`config.mk`:
```
export PLATFORM = sky130hd
export DESIGN_NAME = sw_run_ctrl_flat
export DESIGN_NICKNAME = d
export VERILOG_FILES = /design/src/rtl/sw_run_ctrl_if.sv /design/src/rtl/sw_run_ctrl.sv /design/src/flat_wrapper.sv
export SDC_FILE = /design/constraint.sdc
export NUM_CORES = 1
export LEC_CHECK = 0
export CAP_MARGIN = 20
export CORE_MARGIN = 3
export CORE_UTILIZATION = 55
export DETAILED_ROUTE_END_ITERATION = 12
export PLACE_DENSITY = 0.77
export SLEW_MARGIN = 40
export SYNTH_ARGS = -nofsm -noshare
export SYNTH_HDL_FRONTEND = slang
export SYNTH_SLANG_ARGS = --single-unit
export TNS_END_PERCENT = 10
```
`constraint.sdc`:
```
create_clock -name clk -period 3.2 [get_ports clk]
set_clock_uncertainty 0.05 [all_clocks]
set_input_delay 0.64 -clock clk [delete_from_list [all_inputs] [get_ports clk]]
set_output_delay 0.64 -clock clk [all_outputs]
set_load 0.02 [all_outputs]
```
`src/rtl/sw_run_ctrl_if.sv`:
```
// sw_run_ctrl_if: host command, core result stream and summary FIFO signals of sw_run_ctrl.
// slave is the controller side, master is the host/core side.
interface sw_run_ctrl_if #(
   parameter int CALC_BIT  = 16,
   parameter int T_IDX_BIT = 8,
   parameter int Q_CNT_BIT = 8
);
   logic                 cmd_valid_i;
   logic                 cmd_ready_o;
   logic [Q_CNT_BIT-1:0] cmd_nq_i;
   logic                 sw_start_o;
   logic                 sw_busy_i;
   logic                 sw_valid_i;
   logic                 sw_change_q_i;
   logic [T_IDX_BIT-1:0] sw_match_idx_i;
   logic [CALC_BIT-1:0]  sw_max_result_i;
   logic                 res_valid_o;
   logic                 res_ready_i;
   logic [Q_CNT_BIT-1:0] res_q_idx_o;
   logic [T_IDX_BIT-1:0] res_t_idx_o;
   logic [CALC_BIT-1:0]  res_score_o;
   logic [T_IDX_BIT-1:0] res_t_cnt_o;
   logic                 done_o;
   logic                 err_o;
   logic [2:0]           err_code_o;
   modport slave (
      input  cmd_valid_i, cmd_nq_i, sw_busy_i, sw_valid_i, sw_change_q_i, sw_match_idx_i, sw_max_result_i, res_ready_i,
      output cmd_ready_o, sw_start_o, res_valid_o, res_q_idx_o, res_t_idx_o, res_score_o, res_t_cnt_o, done_o, err_o,
             err_code_o
   );
   modport master (
      output cmd_valid_i, cmd_nq_i, sw_busy_i, sw_valid_i, sw_change_q_i, sw_match_idx_i, sw_max_result_i, res_ready_i,
      input  cmd_ready_o, sw_start_o, res_valid_o, res_q_idx_o, res_t_idx_o, res_score_o, res_t_cnt_o, done_o, err_o,
             err_code_o
   );
endinterface

```
`src/rtl/sw_run_ctrl.sv`:
```
// sw_run_ctrl: starts a SmithWaterman run, tracks its result stream and queues one summary per query in a FIFO.
module sw_run_ctrl #(
   parameter int CALC_BIT   = 16,
   parameter int T_IDX_BIT  = 8,
   parameter int Q_CNT_BIT  = 8,
   parameter int FIFO_DEPTH = 4,
   parameter int WDOG_CYC   = 50000
) (
   input logic          clk,
   input logic          rst,
   sw_run_ctrl_if.slave bus
);
   localparam int PW = $clog2(FIFO_DEPTH);
   localparam int WW = $clog2(WDOG_CYC + 1);
   typedef enum logic [2:0] {IDLE, START, WAIT, RUN, DONE} state_t;
   typedef struct packed {
      logic [Q_CNT_BIT-1:0] q;
      logic [T_IDX_BIT-1:0] t;
      logic [CALC_BIT-1:0]  s;
      logic [T_IDX_BIT-1:0] c;
   } ent_t;
   state_t               state;
   ent_t                 mem [FIFO_DEPTH];
   logic [PW-1:0]        wr_ptr, rd_ptr;
   logic [PW:0]          cnt;
   logic [Q_CNT_BIT-1:0] nq, q_idx, q_nxt;
   logic [T_IDX_BIT-1:0] t_cnt, t_inc;
   logic [WW-1:0]        wdog;
   logic [2:0]           err_code;
   logic                 trk, beat, push, pop, full, wr_en, tmo;
   always_comb begin
      trk   = state == WAIT || state == RUN;
      beat  = trk && bus.sw_valid_i;
      push  = beat && bus.sw_change_q_i;
      pop   = cnt != '0 && bus.res_ready_i;
      full  = cnt == (PW+1)'(FIFO_DEPTH);
      wr_en = push && (!full || pop);
      t_inc = &t_cnt ? t_cnt : t_cnt + 1'b1;
      q_nxt = push ? q_idx + 1'b1 : q_idx;
      // the start cycle counts toward the watchdog, so start->first valid is covered
      tmo   = (state == START || trk) && !beat && wdog == WW'(WDOG_CYC - 1);
   end
   always_ff @(posedge clk) begin
      if (rst) begin
         state           <= IDLE;
         bus.cmd_ready_o <= 1'b1;
         bus.sw_start_o  <= 1'b0;
         bus.done_o      <= 1'b0;
         wr_ptr          <= '0;
         rd_ptr          <= '0;
         cnt             <= '0;
         nq              <= '0;
         q_idx           <= '0;
         t_cnt           <= '0;
         wdog            <= '0;
         err_code        <= '0;
      end else begin
         bus.sw_start_o <= 1'b0;
         bus.done_o     <= 1'b0;
         if (wr_en) begin
            mem[wr_ptr] <= '{q_idx, bus.sw_match_idx_i, bus.sw_max_result_i, t_inc};
            wr_ptr      <= wr_ptr + 1'b1;
         end
         if (pop) rd_ptr <= rd_ptr + 1'b1;
         cnt <= cnt + (PW+1)'(wr_en) - (PW+1)'(pop);
         if (push && full && !pop) err_code[1] <= 1'b1;
         if (beat) begin
            q_idx <= q_nxt;
            t_cnt <= push ? '0 : t_inc;
         end
         if (state == START || trk) wdog <= beat ? '0 : wdog + 1'b1;
         case (state)
            IDLE: if (bus.cmd_valid_i) begin
               nq              <= bus.cmd_nq_i;
               err_code        <= '0;
               q_idx           <= '0;
               t_cnt           <= '0;
               wdog            <= '0;
               bus.cmd_ready_o <= 1'b0;
               if (bus.cmd_nq_i == '0) begin
                  state      <= DONE;
                  bus.done_o <= 1'b1;
               end else begin
                  state          <= START;
                  bus.sw_start_o <= 1'b1;
               end
            end
            START: state <= WAIT;
            WAIT: if (bus.sw_busy_i) state <= RUN;
            RUN: if (!bus.sw_busy_i && !tmo) begin
               state      <= DONE;
               bus.done_o <= 1'b1;
               if (q_nxt != nq) err_code[2] <= 1'b1;
            end
            DONE: begin
               state           <= IDLE;
               bus.cmd_ready_o <= 1'b1;
            end
            default: state <= IDLE;
         endcase
         if (tmo) begin
            err_code[0] <= 1'b1;
            state       <= DONE;
            bus.done_o  <= 1'b1;
         end
      end
   end
   assign bus.res_valid_o = cnt != '0;
   assign bus.res_q_idx_o = mem[rd_ptr].q;
   assign bus.res_t_idx_o = mem[rd_ptr].t;
   assign bus.res_score_o = mem[rd_ptr].s;
   assign bus.res_t_cnt_o = mem[rd_ptr].c;
   assign bus.err_code_o  = err_code;
   assign bus.err_o       = |err_code;
endmodule

```
`src/flat_wrapper.sv`:
```
// flat-port wrapper written by rule: the top's interface ports become plain ports
module sw_run_ctrl_flat 
#(
   parameter int CALC_BIT   = 16,
   parameter int T_IDX_BIT  = 8,
   parameter int Q_CNT_BIT  = 8,
   parameter int FIFO_DEPTH = 4,
   parameter int WDOG_CYC   = 50000
)
  (clk, rst, bus_cmd_valid_i, bus_cmd_nq_i, bus_sw_busy_i, bus_sw_valid_i, bus_sw_change_q_i, bus_sw_match_idx_i, bus_sw_max_result_i, bus_res_ready_i, bus_cmd_ready_o, bus_sw_start_o, bus_res_valid_o, bus_res_q_idx_o, bus_res_t_idx_o, bus_res_score_o, bus_res_t_cnt_o, bus_done_o, bus_err_o, bus_err_code_o);
  sw_run_ctrl_if #(.CALC_BIT(CALC_BIT), .T_IDX_BIT(T_IDX_BIT), .Q_CNT_BIT(Q_CNT_BIT)) bus_i ();
  input logic clk;
  input logic rst;
  input wire logic [$bits(bus_i.cmd_valid_i)-1:0] bus_cmd_valid_i;
  input wire logic [$bits(bus_i.cmd_nq_i)-1:0] bus_cmd_nq_i;
  input wire logic [$bits(bus_i.sw_busy_i)-1:0] bus_sw_busy_i;
  input wire logic [$bits(bus_i.sw_valid_i)-1:0] bus_sw_valid_i;
  input wire logic [$bits(bus_i.sw_change_q_i)-1:0] bus_sw_change_q_i;
  input wire logic [$bits(bus_i.sw_match_idx_i)-1:0] bus_sw_match_idx_i;
  input wire logic [$bits(bus_i.sw_max_result_i)-1:0] bus_sw_max_result_i;
  input wire logic [$bits(bus_i.res_ready_i)-1:0] bus_res_ready_i;
  output wire logic [$bits(bus_i.cmd_ready_o)-1:0] bus_cmd_ready_o;
  output wire logic [$bits(bus_i.sw_start_o)-1:0] bus_sw_start_o;
  output wire logic [$bits(bus_i.res_valid_o)-1:0] bus_res_valid_o;
  output wire logic [$bits(bus_i.res_q_idx_o)-1:0] bus_res_q_idx_o;
  output wire logic [$bits(bus_i.res_t_idx_o)-1:0] bus_res_t_idx_o;
  output wire logic [$bits(bus_i.res_score_o)-1:0] bus_res_score_o;
  output wire logic [$bits(bus_i.res_t_cnt_o)-1:0] bus_res_t_cnt_o;
  output wire logic [$bits(bus_i.done_o)-1:0] bus_done_o;
  output wire logic [$bits(bus_i.err_o)-1:0] bus_err_o;
  output wire logic [$bits(bus_i.err_code_o)-1:0] bus_err_code_o;
  assign bus_i.cmd_valid_i = bus_cmd_valid_i;
  assign bus_i.cmd_nq_i = bus_cmd_nq_i;
  assign bus_i.sw_busy_i = bus_sw_busy_i;
  assign bus_i.sw_valid_i = bus_sw_valid_i;
  assign bus_i.sw_change_q_i = bus_sw_change_q_i;
  assign bus_i.sw_match_idx_i = bus_sw_match_idx_i;
  assign bus_i.sw_max_result_i = bus_sw_max_result_i;
  assign bus_i.res_ready_i = bus_res_ready_i;
  assign bus_cmd_ready_o = bus_i.cmd_ready_o;
  assign bus_sw_start_o = bus_i.sw_start_o;
  assign bus_res_valid_o = bus_i.res_valid_o;
  assign bus_res_q_idx_o = bus_i.res_q_idx_o;
  assign bus_res_t_idx_o = bus_i.res_t_idx_o;
  assign bus_res_score_o = bus_i.res_score_o;
  assign bus_res_t_cnt_o = bus_i.res_t_cnt_o;
  assign bus_done_o = bus_i.done_o;
  assign bus_err_o = bus_i.err_o;
  assign bus_err_code_o = bus_i.err_code_o;
  sw_run_ctrl #(.CALC_BIT(CALC_BIT), .T_IDX_BIT(T_IDX_BIT), .Q_CNT_BIT(Q_CNT_BIT), .FIFO_DEPTH(FIFO_DEPTH), .WDOG_CYC(WDOG_CYC)) u_core (.clk(clk), .rst(rst), .bus(bus_i));
endmodule
```
==> reports/metrics.yaml, run 1 <==
status:
  status: "completed"
drt:
  drt-pass1-iter-count: 6
  dr_total_vias: 5035
  wl_um: 16900
  remaining_drc_errors: 0
  avgRoutedWirePerCell_um: 19.0
  antenna_left: 0
  via_per_inst: 5.65
  drtIter0Drc: 289
worst_setup_path:
  critPathKind: "flip-flop to output port"
  worstPathArrival_ns: 2.37
  critPathMaxFanout: 23
  cp-end-kind: "output port"
  start_kind: "flip-flop"
  r2r-start: "u_core.cnt[2]$_SDFF_PP0_"
  cp.required_ns: 2.51
timing:
  period_share_pct: 95.6
  max-slew-margin-rel_pct: 60.2
  setup-violations-final: 0
  max_freq_mhz: 327
  final-hold-violation-count: 0
  tns_ns: 0
  period_needed_ns: 3.06
  rsz0062_at_grt: "false"
  slew_violations: 0
  hold-worst-slack_ns: 0.430
  tightest_slew_ns: 0.592
yosys:
  synth_area_sq_mm: 0.00867
  synth_cells: 565
  synthArstFlopShare_pct: 0
  synth_cell_types: 50
  ys_seq_elements: 218
  synthFlopType: "edfxtp_1"
  syn-num-nets: 614
  synth_edf_count: 160
  syn_avg_cell_area_sq_um: 15.3
  yosys_warnings: 0
  synth_seq_area_share_pct: 68.8
layout:
  final_common_cell: "edfxtp_1"
  nNetsFinal: 714
  antenna_cells: 0
  area_growth_syn_to_layout_pct: 22.4
  fin_area_sq_mm: 0.0106
  multi_input_area_sq_mm: 0.00258
  final_cell_mix: "160 x edfxtp_1, 86 x clkdlybuf4s50_1, 62 x nor2_1"
  fillers: 1029
  drive_gt1_share_pct: 14.9
  ff_latch_area_sq_mm: 0.00597
grt:
  grt_pass1_wl_um: 27800
  gr-total-overflow: 0
  antenna_found_initial: 1
  grt_max_degree: 41
  grt_use_total_pct: 19.8
  grt_pass1_vias: 5249
clock_tree:
  cts_max_path_buffers: 3
  cts_buffers: 22
  cts_tree: "yes"
  cts.clk_slew.worst_paths_ns: 0.06
  htree_levels: 1
  clock_latency_ns: 0.49
  ctsHoldBuffers: 0
  cts.sinks: 218
  root_buffer: "clkbuf_16"
die:
  num_io_pins: 87
  start_util_pct: 56.6
  rows: 45
  die_h_um: 132
  die_x_um: 132
  core_sq_mm: 0.0153
  die_area_sq_mm: 0.0173
placement:
  place.gp.congestion: 0.903
  placed_area_sq_mm: 0.00988
  dp_hpwl_um: 10400
  io_buffer_count: 86
worst_hold_path:
  min_from: "u_core.wdog[1]$_SDFF_PP0_"
  min_path_type: "flip-flop to flip-flop"
power_and_ir_drop:
  ir_drop_mv: 0.426
  cellLeakagePower_uw: 0.00345
  p_per_area_mw_per_mm2: 668
run:
  max_cap_violations: 0
kinds of logic after synthesis:
kind of cell / count (synthesis) / share of synthesized area, %
buffers and inverters: 31 / 1.52
and+or+nand+nor: 173 / 10.2
adders and majority gates: 10 / 1.53
AOI/OAI and AO/OA: 60 / 4.17
xor gates and xnor gates: 29 / 2.93
DFF: 218 / 68.8
muxes: 44 / 10.9
metal layers:
metal	vias to the layer above	part of all wire (%)	routed length (um)	global-route usage, %
li1	2355	-	-	-
met1	2480	41	6910	24.9
met2	167	51	8600	34.8
met3	31	6.3	1060	4.48
met4	2	1.9	320	5.48
met5	-	0.077	13	0
power breakdown:
| group | leakage [uW] | switching, uW | internal (uW) | total, uW |
|---|---|---|---|---|
| combinational | 0.00119 | 649 | 755 | 1400 |
| sequential | 0.00190 | 82.9 | 3070 | 3160 |
| clock | 0.000355 | 994 | 1540 | 2530 |
Yosys cell counts, types with 3 or more instances:
library cell	n	share of area [%]
a21oi_1	23	1.3
nand3b_1	3	0.26
dfxtp_1	58	13
nand4_1	4	0.29
xnor2_1	19	1.9
a22oi_1	8	0.69
nand3_1	13	0.75
inv_1	9	0.39
edfxtp_1	160	55
xor2_1	10	1.0
nor2_1	62	2.7
mux4_2	40	10
a31oi_1	7	0.51
nor4_1	5	0.36
mux2i_1	3	0.35
or3_1	3	0.22
ha_1	9	1.3
and2_1	5	0.36
nor2b_1	4	0.29
o21ai_0	9	0.52
nor3b_1	3	0.26
clkbuf_1	10	0.43
nand2_1	40	1.7
nor3_1	5	0.29
nand2b_1	4	0.29
and3_1	7	0.51
buf_2	12	0.69
what timing repair did:
action                     CTS  global route
setup endpoints to repair    1             0
buffers inserted             0             0
resized for setup            1             0
state kept, by name, indices dropped and copies added (netlist names), named ones only:
register and count:
u_core.bus.cmd_ready_o 1, u_core.bus.done_o 1, u_core.bus.err_code_o 3, u_core.bus.sw_start_o 1
u_core.cnt 3, u_core.mem 160, u_core.nq 8, u_core.q_idx 8
u_core.rd_ptr 2, u_core.state 3, u_core.t_cnt 8, u_core.wdog 16
u_core.wr_ptr 2
area by class of cell:
type | instances | area share, %
Clock inverter | 9 | 0.908
Sequential cell | 218 | 56.3
Inverter | 9 | 0.318
Clock buffer | 30 | 5.95
Multi-Input combinational cell | 316 | 24.3
Tap cell | 211 | 2.49
Timing Repair Buffer | 98 | 9.78
worst max-delay path, stage by stage (launching register included):
cell             delay (ns)
dfxtp_4                0.48
buf_12                 0.25
mux4_2                 0.57
clkdlybuf4s50_1        0.56
final timing paths:
| kind | slack [ns] | depth (start not counted) | end |
|---|---|---|---|
| worst min-delay path | 0.43 | 2 | u_core.wdog[1]$_SDFF_PP0_ |
| worst max-delay path | 0.14 | 3 | bus_res_score_o[15] |
| worst min register to register | 0.43 | 2 | u_core.wdog[1]$_SDFF_PP0_ |
| worst max register to register | 0.88 | 9 | u_core.cnt[2]$_SDFF_PP0_ |
stage by stage:
step / setup WS (ns) / util, % / total power [uW] / cells
CTS: 0.0843 / 69.3 / 7190 / 891
detailed placement: 0.441 / 64.5 / 4630 / 852
global route: 0.0479 / 69.3 / 7370 / 891
global placement: 0.487 / 64.5 / 4610 / 852
floorplan: 0.536 / - / 4060 / 565
finish: 0.141 / 69.3 / 7090 / 891
Note: power is estimated with default switching activity, not from simulation.
==> run 2: changes to the inputs <==
- GPL_ROUTABILITY_DRIVEN: default -> 0
==> results of run 2 <==
The final DEF is identical to that of run 1; final timing and power are the same.
==> RTL change (settings of run 1) <==
`CALC_BIT` is set to 16 in 3 places; all go to 15.
--- a/src/rtl/sw_run_ctrl_if.sv
+++ b/src/rtl/sw_run_ctrl_if.sv
@@ -1,7 +1,7 @@
 // sw_run_ctrl_if: host command, core result stream and summary FIFO signals of sw_run_ctrl.
 // slave is the controller side, master is the host/core side.
 interface sw_run_ctrl_if #(
-   parameter int CALC_BIT  = 16,
+   parameter int CALC_BIT  = 15,
    parameter int T_IDX_BIT = 8,
    parameter int Q_CNT_BIT = 8
 );
--- a/src/rtl/sw_run_ctrl.sv
+++ b/src/rtl/sw_run_ctrl.sv
@@ -1,6 +1,6 @@
 // sw_run_ctrl: starts a SmithWaterman run, tracks its result stream and queues one summary per query in a FIFO.
 module sw_run_ctrl #(
-   parameter int CALC_BIT   = 16,
+   parameter int CALC_BIT   = 15,
    parameter int T_IDX_BIT  = 8,
    parameter int Q_CNT_BIT  = 8,
    parameter int FIFO_DEPTH = 4,
--- a/src/flat_wrapper.sv
+++ b/src/flat_wrapper.sv
@@ -1,7 +1,7 @@
 // flat-port wrapper written by rule: the top's interface ports become plain ports
 module sw_run_ctrl_flat 
 #(
-   parameter int CALC_BIT   = 16,
+   parameter int CALC_BIT   = 15,
    parameter int T_IDX_BIT  = 8,
    parameter int Q_CNT_BIT  = 8,
    parameter int FIFO_DEPTH = 4,
Ports: changed (resized bus_res_score_o and bus_sw_max_result_i); port bits go from 87 to 85. No check against the original RTL was run, so the function may have changed too.
==> RTL change against run 1 <==
  * Sequential share of layout area is 0.77 points lower
  * Worst setup slack better by 0.045 ns
  * Cell area is 0.70% lower
  * Clock power hardly changed
  * Power is 3.0% lower
  * Combinational power is 9% lower
  * Die area hardly changed
  * Critical path depth stayed put
  * Wire length is 0.99% lower
  * Sequential cell count is 4 lower
  * Synthesized area hardly changed
  * Critical endpoint is now bus_res_score_o[2]
  * Highest routed layer is now met4
==> RTL change: results (changes against run 1) <==
INFO  layout         largestRegisters=u_core.mem (156), u_core.wdog (16) [was u_core.mem (160), u_core.wdog (16)]
INFO  global_route   grt_usage=19.2% [was 19.8%]
INFO  routing        drt_iter0_markers=424 [was 289]
INFO  clock_network  post_cts_resized=0 [was 1]
INFO  placed_design  gp_routability_congestion=0.832 [was 0.903]
INFO  global_route   grt_pass1_wl=27300µm [was 27800 µm]
INFO  power_and_ir_drop cellInternalPower=5.22mW [was 5.37 mW]
INFO  global_route   antenna_found_initial=0 [was 1]
INFO  power_and_ir_drop peak_supply_drop=0.374mV [was 0.426 mV]
INFO  critical_path  worstPathMaxFanout=16 [was 23]
INFO  global_route   grt_max_degree=40 [was 41]
INFO  routing        routed_wire_length_per_instance=18.8µm [was 19.0 µm]
INFO  layout         fin_nets=711 [was 714]
INFO  logic_synthesis synth.yosys.seq_area_share=67.4% [was 68.8%]
INFO  logic_synthesis synth.net_count=618 [was 614]
INFO  placed_design  dp_cells=851 [was 852]
INFO  outcome        run_status=completed [unchanged]
INFO  routing        via_per_inst=5.80 [was 5.65]
INFO  logic_synthesis synth-edff-count=156 [was 160]
INFO  global_route   first_global_vias=5286 [was 5249]
INFO  layout         layoutNonFillerInstCount=889 [was 891]
INFO  placed_design  portBuffers=84 [was 86]
INFO  sta            max_slew.worst_pin.slew=0.542ns [was 0.592 ns]
INFO  critical_path  critical_path_data_arrival_time=2.32ns [was 2.37 ns]
INFO  logic_synthesis post_synth.cell_area_avg=15.2µm² [was 15.3 µm²]
-- RTL change: kinds of logic after synthesis --
kind of cell | after synthesis | synth area share, %
XOR/XNOR | 24 | 2.42
adder cells (fa/ha/maj) | 10 | 1.53
flip-flops | 214 | 67.4
multiplexers | 44 | 10.8
AND/OR/NAND/NOR | 170 | 10.7
buffers and inverters | 35 | 1.80
AO/OA/AOI/OAI | 73 | 5.41
-- RTL change: routing by layer --
metal  vias to the layer above  wire length [µm]  global-route usage [%]
li1                       2391                 -                       -
met1                      2571              6970                    24.5
met2                       177              8520                    33.7
met3                        19               993                    3.75
met4                         0               258                    5.43
met5                         -                 0                       0
-- RTL change: layout make-up --
cell class	instances	share of cell area (%)
Timing Repair Buffer	97	9.50
Inverter	8	0.285
Clock inverter	16	1.79
Multi-Input combinational cell	321	25.4
Sequential cell	214	55.5
Clock buffer	22	5.02
Tap cell	211	2.50
-- RTL change: path summary, 6_finish.rpt --
check	slack (ns)	cells past startpoint	from	end
setup / recovery	0.19	3	flop	bus_res_score_o[2]
hold / removal	0.42	2	u_core.nq[1]$_SDFFE_PP0P_	u_core.nq[1]$_SDFFE_PP0P_
setup reg to reg	0.87	9	u_core.cnt[2]$_SDFF_PP0_	u_core.cnt[2]$_SDFF_PP0_
hold reg to reg	0.42	2	u_core.nq[1]$_SDFFE_PP0P_	u_core.nq[1]$_SDFFE_PP0P_
-- RTL change: power by group through the flow --
stage / Clock [mW] / Sequential (mW) / Combinational [mW]
2_1_floorplan: 0 / 3.10 / 0.833
3_3_place_gp: 0 / 3.13 / 1.28
3_5_place_dp: 0 / 3.13 / 1.30
4_1_cts: 2.59 / 3.07 / 1.30
5_1_grt: 2.69 / 3.08 / 1.37
6_report: 2.53 / 3.07 / 1.27
-- RTL change: per-stage QoR --
step	hold WS [ns]	power (mW)	area, µm²	worst slack (ns)	util [%]
detailed placement	0.414	4.43	9820	0.369	64.1
CTS	0.423	6.96	10500	0.134	68.8
finish	0.423	6.88	10500	0.186	68.8
global placement	0.408	4.40	9820	0.469	64.1
global route	0.459	7.14	10500	0.0813	68.8
floorplan	0.398	3.94	8680	0.425	-
-- RTL change: critical path: stages, from the launching register on --
cell and delay (ns):
sky130_fd_sc_hd__dfxtp_2 0.58, sky130_fd_sc_hd__buf_4 0.33, sky130_fd_sc_hd__mux4_2 0.35, sky130_fd_sc_hd__clkdlybuf4s50_1 0.57
